$ cat src/rtl/pcie_rx_pkg.sv
// Shared types and sync-header helpers for the PCIe RX 128b/130b block aligner.
package pcie_rx_pkg;

  typedef enum logic {
    HUNT   = 1'b0,
    LOCKED = 1'b1
  } blk_sync_state_e;

  localparam logic [1:0] SYNC_HDR_DATA = 2'b10;
  localparam logic [1:0] SYNC_HDR_OS   = 2'b01;

  function automatic logic hdr_is_valid(input logic [1:0] hdr);
    return (hdr == SYNC_HDR_DATA) || (hdr == SYNC_HDR_OS);
  endfunction

endpackage

$ cat src/rtl/pcie_rx_lane_block_sync.sv
// One lane: serial-to-block gearbox with bit-slip, plus the HUNT/LOCKED alignment FSM.
// Handshake: block_valid_o is a one-cycle strobe with no backpressure; hdr_err_o qualifies it.
module pcie_rx_lane_block_sync
  import pcie_rx_pkg::*;
#(
  parameter int SERIAL_WIDTH  = 1,
  parameter int PAYLOAD_WIDTH = 128,
  parameter int LOCK_COUNT    = 4,
  parameter int UNLOCK_COUNT  = 8
) (
  input  logic                     clk,
  input  logic                     reset_n,
  input  logic [SERIAL_WIDTH-1:0]  serial_i,
  output logic [PAYLOAD_WIDTH-1:0] payload_o,
  output logic [1:0]               sync_hdr_o,
  output logic                     block_valid_o,
  output logic                     hdr_err_o,
  output logic                     block_lock_o
);

  localparam int BLK_W = PAYLOAD_WIDTH + 2;
  localparam int BUF_W = BLK_W + SERIAL_WIDTH;
  localparam int FW    = $clog2(BUF_W + 1) + 1;
  localparam int GW    = $clog2(LOCK_COUNT + 1);
  localparam int BW    = $clog2(UNLOCK_COUNT + 1);
  localparam logic signed [FW-1:0] BLK_F  = FW'(BLK_W);
  localparam logic signed [FW-1:0] SW_F   = FW'(SERIAL_WIDTH);
  localparam logic signed [FW-1:0] ONE_F  = FW'(1);
  localparam logic signed [FW-1:0] ZERO_F = FW'(0);

  // Valid bits always sit in the low fill positions, newest at bit 0. A slip on a
  // block that ends exactly at the buffer edge drives fill to -1, which simply
  // drops the next incoming bit.
  logic [BLK_W-1:0]         buf_q, buf_d;
  logic [BUF_W-1:0]         buf_cat;
  logic signed [FW-1:0]     fill_q, fill_d, fill_cat, shift_amt;
  logic [BLK_W-1:0]         blk;
  logic                     blk_done, hdr_ok, slip;
  blk_sync_state_e          state_q, state_d;
  logic [GW-1:0]            good_q, good_d;
  logic [BW-1:0]            bad_q, bad_d;
  logic [PAYLOAD_WIDTH-1:0] payload_q, payload_d;
  logic [1:0]               hdr_q, hdr_d;
  logic                     valid_q, valid_d, err_q, err_d;

  assign buf_cat   = {buf_q, serial_i};
  assign fill_cat  = fill_q + SW_F;
  assign blk_done  = (fill_cat >= BLK_F);
  assign shift_amt = fill_cat - BLK_F;
  assign blk       = BLK_W'(buf_cat >> $unsigned(shift_amt));
  assign hdr_ok    = hdr_is_valid(blk[BLK_W-1 -: 2]);

  always_comb begin
    state_d   = state_q;
    good_d    = good_q;
    bad_d     = bad_q;
    slip      = 1'b0;
    valid_d   = 1'b0;
    err_d     = 1'b0;
    payload_d = payload_q;
    hdr_d     = hdr_q;
    if (blk_done) begin
      case (state_q)
        HUNT: begin
          if (hdr_ok) begin
            if (good_q >= GW'(LOCK_COUNT - 1)) begin
              state_d = LOCKED;
              good_d  = GW'(LOCK_COUNT);
              bad_d   = '0;
            end else begin
              good_d = good_q + 1'b1;
            end
          end else begin
            slip   = 1'b1;
            good_d = '0;
          end
        end
        default: begin
          valid_d   = 1'b1;
          err_d     = ~hdr_ok;
          payload_d = blk[PAYLOAD_WIDTH-1:0];
          hdr_d     = blk[BLK_W-1 -: 2];
          if (!hdr_ok) begin
            if (bad_q >= BW'(UNLOCK_COUNT - 1)) begin
              state_d = HUNT;
              slip    = 1'b1;
              good_d  = '0;
              bad_d   = BW'(UNLOCK_COUNT);
            end else begin
              bad_d = bad_q + 1'b1;
            end
          end else begin
            bad_d = '0;
          end
        end
      endcase
    end
  end

  assign buf_d  = buf_cat[BLK_W-1:0];
  assign fill_d = blk_done ? (fill_cat - BLK_F - (slip ? ONE_F : ZERO_F)) : fill_cat;

  always_ff @(posedge clk or negedge reset_n) begin
    if (!reset_n) begin
      buf_q     <= '0;
      fill_q    <= '0;
      state_q   <= HUNT;
      good_q    <= '0;
      bad_q     <= '0;
      payload_q <= '0;
      hdr_q     <= '0;
      valid_q   <= 1'b0;
      err_q     <= 1'b0;
    end else begin
      buf_q     <= buf_d;
      fill_q    <= fill_d;
      state_q   <= state_d;
      good_q    <= good_d;
      bad_q     <= bad_d;
      payload_q <= payload_d;
      hdr_q     <= hdr_d;
      valid_q   <= valid_d;
      err_q     <= err_d;
    end
  end

  assign payload_o     = payload_q;
  assign sync_hdr_o    = hdr_q;
  assign block_valid_o = valid_q;
  assign hdr_err_o     = err_q;
  assign block_lock_o  = (state_q == LOCKED);

endmodule

$ cat src/rtl/pcie_rx_block_deserializer.sv
// Multi-lane 128b/130b block deserializer: independent per-lane aligners plus a lock summary.
module pcie_rx_block_deserializer #(
  parameter int NUM_LANES     = 1,
  parameter int SERIAL_WIDTH  = 1,
  parameter int PAYLOAD_WIDTH = 128,
  parameter int LOCK_COUNT    = 4,
  parameter int UNLOCK_COUNT  = 8
) (
  input  logic                               clk,
  input  logic                               reset_n,
  input  logic [NUM_LANES*SERIAL_WIDTH-1:0]  serial_data_in,
  output logic [NUM_LANES*PAYLOAD_WIDTH-1:0] payload_out,
  output logic [NUM_LANES*2-1:0]             sync_hdr_out,
  output logic [NUM_LANES-1:0]               block_valid,
  output logic [NUM_LANES-1:0]               hdr_err,
  output logic [NUM_LANES-1:0]               block_lock,
  output logic                               all_locked
);

  for (genvar l = 0; l < NUM_LANES; l++) begin : g_lane
    pcie_rx_lane_block_sync #(
      .SERIAL_WIDTH  (SERIAL_WIDTH),
      .PAYLOAD_WIDTH (PAYLOAD_WIDTH),
      .LOCK_COUNT    (LOCK_COUNT),
      .UNLOCK_COUNT  (UNLOCK_COUNT)
    ) u_lane (
      .clk           (clk),
      .reset_n       (reset_n),
      .serial_i      (serial_data_in[l*SERIAL_WIDTH +: SERIAL_WIDTH]),
      .payload_o     (payload_out[l*PAYLOAD_WIDTH +: PAYLOAD_WIDTH]),
      .sync_hdr_o    (sync_hdr_out[l*2 +: 2]),
      .block_valid_o (block_valid[l]),
      .hdr_err_o     (hdr_err[l]),
      .block_lock_o  (block_lock[l])
    );
  end

  assign all_locked = &block_lock;

endmodule

$ cat config.mk
export PLATFORM = sky130hd
export DESIGN_NAME = pcie_rx_block_deserializer
export DESIGN_NICKNAME = d
export VERILOG_FILES = /design/src/rtl/pcie_rx_pkg.sv /design/src/rtl/pcie_rx_lane_block_sync.sv /design/src/rtl/pcie_rx_block_deserializer.sv
export SDC_FILE = /design/constraint.sdc
export NUM_CORES = 1
export LEC_CHECK = 0
export CORE_MARGIN = 2
export CORE_UTILIZATION = 40
export CTS_BUF_LIST = sky130_fd_sc_hd__clkbuf_8 sky130_fd_sc_hd__clkbuf_16
export DETAILED_ROUTE_END_ITERATION = 10
export PLACE_DENSITY_LB_ADDON = 0.25
export SETUP_SLACK_MARGIN = 0.1
export SKIP_LAST_GASP = 1
export SYNTH_ARGS = -nofsm -noshare
export SYNTH_HDL_FRONTEND = slang
export SYNTH_SLANG_ARGS = --single-unit
export TNS_END_PERCENT = 100
$ cat constraint.sdc
create_clock -name clk -period 5 [get_ports clk]
set_input_delay 1 -clock clk [delete_from_list [all_inputs] [get_ports clk]]
set_output_delay 1 -clock clk [all_outputs]
set_load 0.02 [all_outputs]
## After elaboration in Yosys (flattened, before gate mapping)

Cells that the tools add are included.

- Register bits after elaboration: 279
- Input port bits: 3
- Output and inout port bits: 134
- Logic and storage cells: 55

- Add/sub/neg operators: 5
- Magnitude comparators: 3
- Eq/ne operators: 4
- Shift operators: 1
- Muxes and demuxes: 26
- Bitwise logic cells: 1
- Reduce and logical (&&, ||, !) cells: 6

Operators with widths:

| operator | number |
|---|---|
| >> shifter 131 x 9 -> 130 bit | 1 |
| 2-to-1 mux 4 bit | 5 |
| 2-to-1 mux 1 bit | 15 |
| 2-to-1 mux 3 bit | 5 |
| adder 9 x 2 -> 9 bit, second input constant | 1 |
| >= comparator 9 bit, second input constant | 1 |
| 2-to-1 mux 9 bit | 1 |
| subtractor 9 bit | 1 |
| subtractor 9 bit, second input constant | 1 |
| AND reduction 3 bit | 2 |
| adder 4 x 1 -> 4 bit, second input constant | 1 |
| >= comparator 4 x 3 -> 1 bit, second input constant | 1 |
| != test 2 bit, second input constant | 2 |
| nonzero test 2 bit | 2 |
| adder 3 x 1 -> 3 bit, second input constant | 1 |
| >= comparator 3 x 2 -> 1 bit, second input constant | 1 |
| equality test 2 x 1 -> 1 bit, second input constant | 1 |
| equality test 2 bit, second input constant | 1 |
| AND reduction 2 bit | 1 |
| logical OR 1 bit | 1 |
| NOT 1 bit | 1 |

## Logic depth before layout (Yosys ltp)

- Depth after elaboration: 11
- Gate-level depth with buffers: 19
- Gate-level depth less buffers: 14

## Hierarchy

From an unflattened synthesis, not the netlist that was laid out.

- Cell total of the unflattened synthesis: 1679
- Area total of the unflattened synthesis: 18342.6 µm²

By module, submodules not included:

| module | times used | cells an instance | area each (µm²) |
|---|---|---|---|
| pcie_rx_lane_block_sync | 1 | 1678 | 18335.1 |
| pcie_rx_block_deserializer | 1 | 1 | 7.5 |

## Worst setup path after synthesis

OpenSTA, ideal clock, no wires.

- Kind: flip-flop to flip-flop
- From: register g_lane[0].u_lane.fill_q[0]
- To: register g_lane[0].u_lane.payload_q[71]
- Arrival time: 4119 ps
- Slack: 759 ps
- Cell stages (with the launch flop): 17
- Buffers on the path: 7
- Cell sequence: dfrtp_1 > ha_1 > buf_2 > buf_2 > buf_2 > buf_2 > inv_1 > ha_1 > inv_2 > buf_2 > buf_1 > buf_2 > mux2i_1 > mux2i_1 > mux2i_1 > nand2_1 > a32o_1

- Word-level cells in the longest chain between the ends: 3
- Elaborated cells on any way between the ends: 5
- Classes of those cells: add/sub (2); order compare (1); shift (1); reduce/logical (1)

RTL lines:

| item | line | text |
|---|---|---|
| from (decl) | pcie_rx_lane_block_sync.sv:36 | `logic signed [FW-1:0] fill_q, fill_d, fill_cat, shift_amt;` |
| from (signal assigned) | pcie_rx_lane_block_sync.sv:116 | `fill_q <= fill_d;` |
| adder 9 x 2 -> 9 bit (*) | pcie_rx_lane_block_sync.sv:47 | `assign fill_cat = fill_q + SW_F;` |
| subtractor 9 bit / >= comparator 9 bit (equally long branches) | pcie_rx_lane_block_sync.sv:49, pcie_rx_lane_block_sync.sv:48 |  |
| >> shifter 131 x 9 -> 130 bit / AND reduction 2 bit (equally long branches) | n/a |  |
| to (signal assigned) | pcie_rx_lane_block_sync.sv:120 | `payload_q <= payload_d;` |
| to (decl) | pcie_rx_lane_block_sync.sv:42 | `logic [PAYLOAD_WIDTH-1:0] payload_q, payload_d;` |

Mark *: on every way between the ends. The rest lies on a longest branch, timed or not.
A chain may end at the register's enable or synchronous reset.

## Worst setup path after layout

- From: register g_lane[0].u_lane.fill_q[0]
- To: register g_lane[0].u_lane.fill_q[6]

- Word-level cells in the longest chain between the ends: 11
- Elaborated cells on any way between the ends: 14
- Classes of those cells: add/sub (3); order compare (1); eq/ne (2); shift (1); mux (6); reduce/logical (1)

RTL lines:

| item | line | text |
|---|---|---|
| adder 9 x 2 -> 9 bit (*) | pcie_rx_lane_block_sync.sv:47 |  |
| subtractor 9 bit | pcie_rx_lane_block_sync.sv:49, pcie_rx_lane_block_sync.sv:101 |  |
| >> shifter 131 x 9 -> 130 bit | pcie_rx_lane_block_sync.sv:50 | `assign blk = BLK_W'(buf_cat >> $unsigned(shift_amt));` |
| equality test 2 bit / equality test 2 x 1 -> 1 bit (equally long branches) | pcie_rx_pkg.sv:13 | `return (hdr == SYNC_HDR_DATA) \|\| (hdr == SYNC_HDR_OS);` |
| logical OR 1 bit | pcie_rx_pkg.sv:13 |  |
| 2-to-1 mux 1 bit, on equally long branches | pcie_rx_lane_block_sync.sv:65, pcie_rx_lane_block_sync.sv:83 |  |
| 2-to-1 mux 1 bit | pcie_rx_lane_block_sync.sv:63 | `case (state_q)` |
| 2-to-1 mux 1 bit | pcie_rx_lane_block_sync.sv:62 | `if (blk_done) begin` |
| 2-to-1 mux 1 bit | pcie_rx_lane_block_sync.sv:101 | `assign fill_d = blk_done ? (fill_cat - BLK_F - (slip ? ONE_F : ZERO_F)) : fill_cat;` |
| subtractor 9 bit | pcie_rx_lane_block_sync.sv:101 |  |
| 2-to-1 mux 9 bit (*) | pcie_rx_lane_block_sync.sv:101 |  |
| named net g_lane[0].u_lane.fill_d[6] | pcie_rx_lane_block_sync.sv:36 |  |

Mark *: on every way through the listed nets, which the timed path passes. The rest lies on a longest branch.

==> impl_metrics.ini <==
[outcome]
status = finished, final reports clean

[timing]
hold_violations = 0
tns_ps = 0
rsz0062_at_grt = no
slew-limit-headroom_pct = 28.7
fmax_mhz = 228
worstMarginPinSlew_ps = 1070
period_minus_slack_ps = 4380
setup_viol = 0
slew_violations = 0
clock_skew_ps = 15.5
finalCritPeriodShare_pct = 87.7

[floorplanning]
die_h_um = 221
io_pins = 137
fp.dieW_um = 221
coreArea_um2 = 46600
placementRows = 79
die-area_um2 = 48900
start_util_pct = 40.5

[synth]
synth_top_flop_cell = dfrtp_1
ys_ff_latch = 279
ys_types = 85
synth_edf_count = 0
synthArstFlopShare_pct = 100
syn_inst = 1819
ys.warnings.count = 0
syn_area_per_cell_um2 = 10.4
ys_seq_area_share_pct = 37.0
synth_area_um2 = 18800
synth_fp_nets = 1831

[setup_path]
r2r-start = g_lane[0].u_lane.fill_q[0]$_DFF_PN0_
crit_buf_inv = 0
critical-path-slowest-cell = xnor2_4
crit_chain = ha_1, xnor2_1, ha_1, xnor2_1, xnor2_4, and3_4, and3_1, and2_4, nor2_1, ha_1, and3_1, and3_1, nor3_1, a31oi_1
crit_path_start_kind = flip-flop
endpoint_kind = flip-flop
path_class = flip-flop to flip-flop
reg2reg_to = g_lane[0].u_lane.fill_q[6]$_DFF_PN0_
cp_top_family = simple AND/OR/NAND/NOR gates
arrival_ps = 4820
cp_data_required_time_ps = 5440
critPathMaxStageDelay_ps = 560
crit_fanout = 14
r2r_slack_ps = 620
r2r.worst_path.cells = 14

[route]
firstDrtPassIters = 6
drt_iter0_markers = 1924
routedWlPerCell_um = 26.8
vias_per_cell = 6.37
postRouteWirelength_um = 67300
num_vias = 16000
ant_nets = 0
drc = 0

[worst_hold_path]
hold_class = flip-flop to flip-flop
holdPathEnd = g_lane[0].u_lane.buf_q[1]$_DFF_PN0_
min_from = g_lane[0].u_lane.buf_q[0]$_DFF_PN0_
min_path_cells = 0

[clocking]
cts_htree_levels = 1
cts_root_buf = clkbuf_16
cts_resized = 0
post_cts_buffers = 0
cts_hold_buf = 0
cts.sinks = 279
cts_tree = built
cts_buffers = 30
clk_path_buf_depth = 3
clock_latency_ps = 590
clk_pin_slew_ps = 70

[place]
io_buffers = 136
gp_congestion = 0.971
hpwlAfterDp_um = 51100

[grt]
grt_first_pass_wirelength_um = 102000
gr-total-overflow = 0
grt_use_total_pct = 27.0
grt_max_degree = 136
grt_pass1_vias = 15200
antenna_found_initial = 2

[run]
cap_violations = 0

[pwr]
leakage_nw = 9.28
p_total_w = 0.00496
power_density_nw_per_um2 = 226
ir_drop_mv = 0.255

[layout]
area_growth_pct = 16.4
nets = 1893
layout-drive-gt1-share_pct = 16.7
==> kinds of logic (layout without fill, tap and decap cells) <==
family	count (synthesis)	count (layout)	synth area share (%)
other cells	0	1	0
fa+ha+maj	9	9	0.597
compound gates	388	388	13.9
buf+inv	174	260	4.47
simple gates	594	594	14.0
mux	352	352	28.8
flops	279	279	37.0
xor+xnor	23	23	1.23
==> worst max-delay path by stage <==
stage                                            endpoint  depth (start not counted)                            startpoint  slack (ps)
2_1_floorplan  g_lane[0].u_lane.payload_o[71]$_DFFE_PN0P_                         16  g_lane[0].u_lane.fill_q[0]$_DFF_PN0_         760
3_3_place_gp         g_lane[0].u_lane.fill_q[6]$_DFF_PN0_                         14  g_lane[0].u_lane.fill_q[0]$_DFF_PN0_         740
3_5_place_dp         g_lane[0].u_lane.fill_q[8]$_DFF_PN0_                         13  g_lane[0].u_lane.fill_q[0]$_DFF_PN0_         670
4_1_cts              g_lane[0].u_lane.fill_q[6]$_DFF_PN0_                         14  g_lane[0].u_lane.fill_q[0]$_DFF_PN0_         660
5_1_grt              g_lane[0].u_lane.fill_q[8]$_DFF_PN0_                         13  g_lane[0].u_lane.fill_q[0]$_DFF_PN0_         380
6_report             g_lane[0].u_lane.fill_q[6]$_DFF_PN0_                         14  g_lane[0].u_lane.fill_q[0]$_DFF_PN0_         620
==> layout make-up <==
class / count / area [um^2]
Antenna cell: 1 / 2.50
Clock buffer: 37 / 858
Tap cell: 607 / 759
Clock inverter: 19 / 260
Multi-Input combinational cell: 1366 / 11100
Inverter: 10 / 42.5
Timing Repair Buffer: 194 / 1910
Fill cell: 4370 / 24600
Sequential cell: 279 / 6990
==> where the power goes <==
| group | switching (W) | internal (W) |
|---|---|---|
| Sequential | 0.0000248 | 0.00228 |
| Combinational | 0.000103 | 0.0000568 |
| Clock | 0.000969 | 0.00152 |
| Total | 0.00110 | 0.00386 |
==> layer usage <==
layer	track usage [%]	vias up	share of wire [%]
met5	0	-	0.040
li1	-	7007	-
met1	39.9	8154	45
met2	40.0	733	44
met4	8.96	4	3.5
met3	4.71	104	8.1
==> layout by cell type (no fill, tap or decap), types with 12 or more instances in the layout <==
cell type | Yosys | layout
clkdlybuf4s50_1 | 0 | 135
a21oi_1 | 88 | 88
and3_1 | 20 | 20
nor3_1 | 14 | 14
o31ai_1 | 12 | 12
nand3_1 | 70 | 70
o21ai_1 | 58 | 58
a22o_1 | 16 | 16
nand2_1 | 329 | 329
nor2_1 | 88 | 87
nand4_1 | 29 | 29
clkbuf_16 | 0 | 31
mux4_2 | 151 | 151
mux2i_1 | 184 | 184
a211oi_1 | 13 | 13
mux2_2 | 17 | 17
inv_1 | 9 | 12
xnor2_1 | 18 | 16
o211ai_1 | 54 | 54
dfrtp_1 | 279 | 278
o21ai_0 | 51 | 51
a32oi_1 | 12 | 12
buf_4 | 14 | 49
a31oi_1 | 12 | 12
==> stage by stage <==
| stage | worst slack, ps | instance area [um^2] | utilization (%) | cells | hold slack (ps) |
|---|---|---|---|---|---|
| 2_1_floorplan | 759 | 18800 | - | 1819 | 365 |
| 3_3_place_gp | 744 | 20800 | 44.7 | 2456 | 391 |
| 3_5_place_dp | 672 | 20800 | 44.7 | 2456 | 401 |
| 4_1_cts | 659 | 21900 | 47.1 | 2512 | 413 |
| 5_1_grt | 379 | 21900 | 47.1 | 2512 | 424 |
| 6_report | 617 | 21900 | 47.1 | 2513 | 406 |
==> Yosys cell counts, drive strengths merged (4+ instances only) <==
master / number / area (um^2)
a211oi: 14 / 110
a21oi: 89 / 449
a22o: 16 / 140
a31oi: 12 / 75.1
a32o: 8 / 80.1
a32oi: 12 / 105
and2: 4 / 27.5
and3: 21 / 136
and4: 4 / 35.0
buf: 112 / 609
clkbuf: 52 / 196
dfrtp: 279 / 6980
ha: 9 / 113
inv: 10 / 37.5
mux2: 17 / 191
mux2i: 184 / 1840
mux4: 151 / 3400
nand2: 330 / 1240
nand3: 72 / 370
nand4: 29 / 181
nor2: 91 / 354
nor2b: 4 / 25.0
nor3: 17 / 100
o2111ai: 6 / 70.1
o211ai: 55 / 418
o21a: 5 / 37.5
o21ai: 109 / 546
o221ai: 5 / 43.8
o31ai: 13 / 111
o41ai: 7 / 68.8
or2: 5 / 31.3
or3: 8 / 50.1
xnor2: 21 / 206
==> state kept, by name, indices dropped and copies added, names as in the netlist, 2 cells and up <==
signal,cells
g_lane.u_lane.good_q,3
g_lane.u_lane.bad_q,4
g_lane.u_lane.fill_q,9
g_lane.u_lane.sync_hdr_o,2
g_lane.u_lane.buf_q,130
g_lane.u_lane.payload_o,128
Note: power is estimated with default switching activity, not from simulation.
